<file path="config.mk">
export PLATFORM = sky130hd
export DESIGN_NAME = ctrl_unit
export DESIGN_NICKNAME = d
export VERILOG_FILES = /design/src/rtl/ctrl_pkg.sv /design/src/rtl/ctrl_pc.sv /design/src/rtl/ctrl_unit.sv
export SDC_FILE = /design/constraint.sdc
export NUM_CORES = 1
export LEC_CHECK = 0
export BUFFER_PORTS_ARGS = -buffer_cell sky130_fd_sc_hd__buf_2
export CORE_MARGIN = 2
export CORE_UTILIZATION = 50
export CTS_CLUSTER_SIZE = 28
export DETAILED_ROUTE_END_ITERATION = 10
export GPL_ROUTABILITY_DRIVEN = 0
export HOLD_SLACK_MARGIN = 0.05
export PLACE_DENSITY = 0.79
export SLEW_MARGIN = 20
export SYNTH_ARGS = -nofsm -noshare
export SYNTH_HDL_FRONTEND = slang
export SYNTH_HIERARCHICAL = 1
export SYNTH_SLANG_ARGS = --single-unit
</file>
<file path="constraint.sdc">
create_clock -name clk -period 3.6 [get_ports clk]
set_input_delay 0.18 -clock clk [delete_from_list [all_inputs] [get_ports clk]]
set_output_delay 0.18 -clock clk [all_outputs]
set_load 0.005 [all_outputs]
</file>
<file path="src/rtl/ctrl_pkg.sv">
// Shared types and encodings for the ctrl_unit control FSM.
// The HALT state only exists when CTRL_HALT_EN is defined.
package ctrl_pkg;

    typedef enum logic [3:0] {
        OpLoad  = 4'h0,
        OpStore = 4'h1,
        OpAdd   = 4'h2,
        OpLdc   = 4'h3,
        OpSub   = 4'h4,
        OpJmpz  = 4'h5,
        OpHalt  = 4'hF
    } opcode_t;

    typedef enum logic [3:0] {
        StInit,
        StFetch,
        StDecode,
        StLoad,
        StStore,
        StAdd,
        StSub,
        StLdc,
        StJmpz,
`ifdef CTRL_HALT_EN
        StJmp,
        StHalt
`else
        StJmp
`endif
    } state_t;

    // Write-data mux select, shared with opblock
    localparam logic [1:0] RfSAlu   = 2'b00;
    localparam logic [1:0] RfSDreg  = 2'b01;
    localparam logic [1:0] RfSWdata = 2'b10;

    // ALU operation select, shared with opblock
    localparam logic [1:0] AluBypass = 2'b00;
    localparam logic [1:0] AluAdd    = 2'b01;
    localparam logic [1:0] AluSub    = 2'b10;

    typedef struct packed {
        logic       i_rd;
        logic       d_rd;
        logic       d_wr;
        logic       rf_w_wr;
        logic       rf_rp_rd;
        logic       rf_rq_rd;
        logic       rp_sel_b;
        logic [1:0] rf_s;
        logic [1:0] alu_s;
    } ctrl_out_t;

    // Execute state selected by an opcode; undefined opcodes fall back to FETCH.
    function automatic state_t exec_state(input logic [3:0] op);
        state_t st;
        st = StFetch;
        case (op)
            OpLoad:  st = StLoad;
            OpStore: st = StStore;
            OpAdd:   st = StAdd;
            OpLdc:   st = StLdc;
            OpSub:   st = StSub;
            OpJmpz:  st = StJmpz;
`ifdef CTRL_HALT_EN
            OpHalt:  st = StHalt;
`endif
            default: st = StFetch;
        endcase
        return st;
    endfunction

    // Moore output decode for a given state; everything not listed stays 0.
    function automatic ctrl_out_t ctrl_decode(input state_t st);
        ctrl_out_t o;
        o = '0;
        unique case (st)
            StFetch: o.i_rd = 1'b1;
            StLoad: begin
                o.d_rd    = 1'b1;
                o.rf_s    = RfSDreg;
                o.rf_w_wr = 1'b1;
            end
            StStore: begin
                o.d_wr     = 1'b1;
                o.rf_rp_rd = 1'b1;
                o.alu_s    = AluBypass;
            end
            StAdd, StSub: begin
                o.rf_rp_rd = 1'b1;
                o.rf_rq_rd = 1'b1;
                o.rp_sel_b = 1'b1;
                o.alu_s    = (st == StAdd) ? AluAdd : AluSub;
                o.rf_s     = RfSAlu;
                o.rf_w_wr  = 1'b1;
            end
            StLdc: begin
                o.rf_s    = RfSWdata;
                o.rf_w_wr = 1'b1;
            end
            StJmpz: o.rf_rp_rd = 1'b1;
            default: o = '0;
        endcase
        return o;
    endfunction

endpackage

</file>
<file path="src/rtl/ctrl_pc.sv">
// Program counter: async-reset register with increment and relative load.
// A relative load applies PC + sext(offset) - 1, modulo 2**PcWidth.
module ctrl_pc #(
    parameter int unsigned PcWidth = 8
) (
    input  logic               clk_i,
    input  logic               rst_ni,
    input  logic               inc_i,
    input  logic               ld_i,
    input  logic [7:0]         offset_i,
    output logic [PcWidth-1:0] pc_o
);

    logic [PcWidth-1:0] pc_q, pc_d;
    logic [PcWidth-1:0] offset_ext;

    assign offset_ext = PcWidth'($signed(offset_i));

    always_comb begin
        pc_d = pc_q;
        if (ld_i) begin
            // PC already points past the JMPZ, so the -1 makes the offset JMPZ-relative
            pc_d = pc_q + offset_ext - PcWidth'(1);
        end else if (inc_i) begin
            pc_d = pc_q + PcWidth'(1);
        end
    end

    always_ff @(posedge clk_i or negedge rst_ni) begin
        if (!rst_ni) begin
            pc_q <= '0;
        end else begin
            pc_q <= pc_d;
        end
    end

    assign pc_o = pc_q;

endmodule

</file>
<file path="src/rtl/ctrl_unit.sv">
// Multi-cycle Moore control unit for the 6-instruction processor.
// Optional HALT opcode (4'hF) enabled by defining CTRL_HALT_EN.
module ctrl_unit
    import ctrl_pkg::*;
#(
    parameter int unsigned PC_WIDTH    = 8,
    parameter int unsigned REGBITS     = 4,
    parameter int unsigned DADDR_WIDTH = 8
) (
    input  logic                   clk,
    input  logic                   rst_n,
    output logic [PC_WIDTH-1:0]    i_addr,
    output logic                   i_rd,
    input  logic [15:0]            i_data,
    output logic [DADDR_WIDTH-1:0] d_addr,
    output logic                   d_rd,
    output logic                   d_wr,
    output logic [7:0]             rf_w_data,
    output logic [REGBITS-1:0]     rf_w_addr,
    output logic [REGBITS-1:0]     rf_rp_addr,
    output logic [REGBITS-1:0]     rf_rq_addr,
    output logic                   rf_w_wr,
    output logic                   rf_rp_rd,
    output logic                   rf_rq_rd,
    output logic [1:0]             rf_s,
    output logic [1:0]             alu_s,
    input  logic                   rf_rp_zero,
    output logic                   halted
);

    state_t      state_q, state_d;
    logic [15:0] ir_q, ir_d;
    ctrl_out_t   out_q;

    always_comb begin
        state_d = state_q;
        ir_d    = ir_q;
        unique case (state_q)
            StInit:   state_d = StFetch;
            StFetch: begin
                ir_d    = i_data;
                state_d = StDecode;
            end
            StDecode: state_d = exec_state(ir_q[15:12]);
            StJmpz:   state_d = rf_rp_zero ? StJmp : StFetch;
`ifdef CTRL_HALT_EN
            StHalt:   state_d = StHalt;
`endif
            default:  state_d = StFetch;
        endcase
    end

    // Outputs are registered from the next state, so they line up with state_q
    // and never see a combinational path from any input.
    always_ff @(posedge clk or negedge rst_n) begin
        if (!rst_n) begin
            state_q <= StInit;
            ir_q    <= '0;
            out_q   <= '0;
        end else begin
            state_q <= state_d;
            ir_q    <= ir_d;
            out_q   <= ctrl_decode(state_d);
        end
    end

`ifdef CTRL_HALT_EN
    logic halted_q;

    always_ff @(posedge clk or negedge rst_n) begin
        if (!rst_n) begin
            halted_q <= 1'b0;
        end else begin
            halted_q <= (state_d == StHalt);
        end
    end

    assign halted = halted_q;
`else
    assign halted = 1'b0;
`endif

    ctrl_pc #(
        .PcWidth (PC_WIDTH)
    ) u_pc (
        .clk_i    (clk),
        .rst_ni   (rst_n),
        .inc_i    (state_q == StFetch),
        .ld_i     (state_q == StJmp),
        .offset_i (ir_q[7:0]),
        .pc_o     (i_addr)
    );

    assign i_rd       = out_q.i_rd;
    assign d_rd       = out_q.d_rd;
    assign d_wr       = out_q.d_wr;
    assign rf_w_wr    = out_q.rf_w_wr;
    assign rf_rp_rd   = out_q.rf_rp_rd;
    assign rf_rq_rd   = out_q.rf_rq_rd;
    assign rf_s       = out_q.rf_s;
    assign alu_s      = out_q.alu_s;

    assign d_addr     = DADDR_WIDTH'(ir_q[7:0]);
    assign rf_w_data  = ir_q[7:0];
    assign rf_w_addr  = REGBITS'(ir_q[11:8]);
    // ADD/SUB read b on port P; LOAD/STORE/JMPZ read a
    assign rf_rp_addr = out_q.rp_sel_b ? REGBITS'(ir_q[7:4]) : REGBITS'(ir_q[11:8]);
    assign rf_rq_addr = REGBITS'(ir_q[3:0]);

endmodule

</file>
After elaboration in Yosys (flattened, before gate mapping)
Index checks and enable logic that the tools add are counted. W data, S select, Z words.

Word-level logic and storage cells: 51. Output and inout port bits: 47. Register bits: 39.

Equal/unequal tests: 16. Reductions and logical operators: 5. Muxes and demuxes: 15. $add $sub $neg: 3.

Operators by type and width (count): $eq A4 B3 Y1 const B (6); $pmux W4 S6 (1); $eq A4 B2 Y1 const B (4); $mux W8 (2); $eq A4 B1 Y1 const B (3); $eq A4 B4 Y1 const B (3); $pmux W4 S3 (1); $add A8 B1 Y8 const B (1); $add A8 B8 Y8 (1); $mux W4 (2); $reduce_or A4 Y1 (2); $sub A8 B1 Y8 const B (1); $mux W2 (3); $mux W1 (5); $logic_not A4 Y1 (1); $pmux W2 S2 (1); $reduce_bool A2 Y1 (1); $reduce_or A2 Y1 (1).

Logic depth before layout (Yosys ltp)
Depth in word-level cells: 6. Mapped depth: 10.

Hierarchy
Netlist, hierarchy kept.

By module, submodules not included: ctrl_unit (area each 1460.2 sq um, cells an instance 156, times used 1); ctrl_pc (area each 827.0 sq um, cells an instance 99, times used 1).

Worst setup path before layout
OpenSTA, ideal clock, no wires.

Kind: reg2reg. Start: reg u_pc.pc_q[1], in the netlist u_pc/pc_o[1]. End: reg u_pc.pc_q[7], in the netlist u_pc/pc_o[7]. Period minus slack after synthesis: 2321 ps. Setup time: 133 ps. Arrival: 2188 ps. Stages on the path, launching flop included: 11. Setup slack: 1279 ps. Path buffers: 0. Cells stage by stage: dfrtp_1 > inv_1 > ha_1 > inv_1 > ha_1 > fa_1 > a21o_1 > a221oi_2 > xnor2_1 > a211oi_1 > a211oi_2.

Cells in the longest elaborated chain, start to end: 3.

Ends and longest elaborated chain: from (decl) (RTL line ctrl_pc.sv:14) `logic [PcWidth-1:0] pc_q, pc_d;`; from (signal assigned) (RTL line ctrl_pc.sv:33) `pc_q <= pc_d;`; $add A8 B8 Y8 / $add A8 B1 Y8 (equally long branches) (RTL line ctrl_pc.sv:23, ctrl_pc.sv:25); $sub A8 B1 Y8 / $mux W8 (equally long branches) (RTL line ctrl_pc.sv:23, ctrl_pc.sv:24); $mux W8 (*) (RTL line ctrl_pc.sv:21) `if (ld_i) begin`.

Mark *: on every way between the ends. The rest lies on a longest branch, timed or not. The select of a mux whose other input is x is not followed. A chain may end at the register's enable or synchronous reset.

Worst setup path in the final report
Start: reg state_q[3]. End: reg u_pc.pc_q[7], in the netlist u_pc/pc_o[7].

Cells in the longest elaborated chain, start to end: 2.

Ends and longest elaborated chain: from (decl) (RTL line ctrl_unit.sv:31) `state_t state_q, state_d;`; from (signal assigned) (RTL line ctrl_unit.sv:57) `state_q <= StInit;`; from (signal assigned) (RTL line ctrl_unit.sv:61) `state_q <= state_d;`; $eq A4 B4 Y1 / $eq A4 B1 Y1 (equally long branches) (RTL line ctrl_unit.sv:89, ctrl_unit.sv:88); $mux W8 / $reduce_bool A2 Y1 (equally long branches).

Parallel ways exist; a longest one is shown, timed or not.

==> reports/results.ini <==
[critical_path]
cp.arrival_ns=2.80
required_ns=3.81
worst_setup_path_end_kind=flip-flop
crit_fanout=22
critPathLaunchType=flip-flop
path_class=flip-flop to flip-flop
r2r_setup_slack_ns=1.02

[routing]
ant_nets=0
wire_per_inst_um=12.8
drtIter0Drc=83
drt-pass1-iter-count=4
num_vias=1784
finalWirelength_mm=4.44
via_per_inst=5.16
drcViolationCount=0

[yosys]
netlist_instances=255
ys_seq_elements=38
synth_top_area_share_pct=41.6
synthTopCellsByArea=dfrtp_1, nand2_1, buf_4
synth_cell_types=44
syn_nets=289
syn_avg_cell_area_um2=8.97
synth-main-ff-cell=dfrtp_1
netlist_area_um2=2290
synth.yosys.seq_area_share_pct=41.6
yosysTopAreaCell=dfrtp_1
synthArstFlopShare_pct=100
synth_edf_count=0
ys_warn_count=6

[sta]
setup_viol=0
whs_ns=0.0721
fin_setup_tns_ns=0
slew_violations=0
setup_ws_ns=1.02
rsz0062_at_grt=false
hold_viol=0
post-route-period-util_pct=71.8
fmax_mhz=387
finClkSkew_ns=0.00736
period_needed_ns=2.58
slew_headroom_pct=45.5
worst_slew_pin_slew_ns=0.818

[final_layout]
diodes=0
mostFrequentLayoutCell=buf_2
fin_util_pct=59.0
syn2layout_area_growth_pct=13.2
final_cell_mix=buf_2, nand2_1, dfrtp_1
drive_gt1_share_pct=28.2
fin_nets=327

[place]
portBuffers=64
dp_hpwl_mm=3.21
dpl_worst_slack_ns=1.03

[clock_network]
cts_buffers=5
cts_buffer_depth=2
clk_pin_slew_ns=0.08
ctsRootBufferMaster=clkbuf_8
htree_levels=2
cts_setup_buffers=0
cts_tree=done
ctsResizeCount=0
hold_buffers=1
cts_num_sinks=38
clk_latency_ns=0.29

[global_route]
antenna_found_initial=0
grt_max_degree=39
grt_pass1_wl_mm=7.33
track_usage_pct=18.2
grt_pass1_vias=1681
gr-total-overflow=0

[die]
die_h_um=71.6
coreArea_um2=4380
ios=66
initial_core_util_pct=52.2
die_w_um=71.6
die_area_um2=5130
num_rows=24

[power]
power_w=0.00281
p_leak_nw=1.42
ir_drop_mv=0.547
power_density_nw_per_um2=1080

[status]
outcome=finished clean

[run]
drv_cap=0

[hold_path]
hp-class=input port to flip-flop

## per-stage QoR
stage | instance area, um^2 | instances
after floorplan | 2290 | 255
after global placement | 2440 | 337
after detailed placement | 2440 | 337
after CTS | 2590 | 346
after global routing | 2590 | 346
final | 2590 | 346
## worst paths after layout
check	cells after the start	from	endpoint
worst max-delay path	7	state_q[3]	u_pc/pc_o[7]
worst min-delay path	3	i_data[13]	ir_q[13]
worst max register to register	7	state_q[3]	u_pc/pc_o[7]
worst min register to register	2	ir_q[9]	ir_q[9]
max in group asynchronous	2	rst_n	u_pc/pc_o[5]
min in group asynchronous	2	rst_n	ir_q[0]
## critical path, stage by stage, from the launching register on
cell and delay, ns:
dfrtp_1 0.44, or4b_4 0.68, clkinv_1 0.42, and3_1 0.26, nand2b_1 0.13, nor4_2 0.25
a211oi_1 0.11, a211oi_2 0.21
## Yosys cell counts, drive strengths merged, types with 4 or more instances
master and number:
buf 28, a211oi 5, nand2 59, o21ai 7, clkbuf 6, xnor2 7, dfrtp 38, inv 26
nor4 4, nand2b 4, nor2 5, a21oi 7, a21o 4, and3 6, mux2 4, xor2 4
ha 14
## area by class of cell
| class | instances | area [um^2] |
|---|---|---|
| clock inverters | 3 | 68.8 |
| inverters | 27 | 101 |
| flip-flops and latches | 38 | 951 |
| well taps | 52 | 65.1 |
| repair buffers | 65 | 330 |
| multi-input cells | 156 | 1000 |
| clock buffers | 5 | 68.8 |
| fillers | 380 | 1800 |
## report_power, final
group	internal, W	switching, W
registers	0.000602	0.000200
clock network	0.000278	0.000159
logic	0.000717	0.000850
## per-layer routing
metal,global-route usage (%),routed length (um)
met1,23.3,2020
met5,0,0
met2,30.0,2050
met4,6.08,51
met3,4.64,315
## state kept, by name (all words and copies together) (netlist names)
| register | count |
|---|---|
| ir_q | 16 |
| u_pc/pc_o | 8 |
| state_q | 4 |
| alu_s | 2 |
| rf_s | 2 |
| d_rd | 1 |
| d_wr | 1 |
| i_rd | 1 |
| rf_rp_rd | 1 |
| rf_rq_rd | 1 |
| rf_w_wr | 1 |
## cells by family (layout without fill, tap and decap cells)
group | Yosys count | after routing | share of synthesized area (%)
AND/OR/NAND/NOR | 92 | 92 | 18.8
buffers and inverters | 61 | 100 | 14.6
flip-flops | 38 | 38 | 41.6
AO/OA/AOI/OAI | 32 | 32 | 9.74
adder cells (fa/ha/maj) | 15 | 15 | 8.53
XOR/XNOR | 11 | 11 | 4.21
multiplexers | 5 | 5 | 2.41
other | 1 | 1 | 0.164
(Power assumes the default switching activity.)
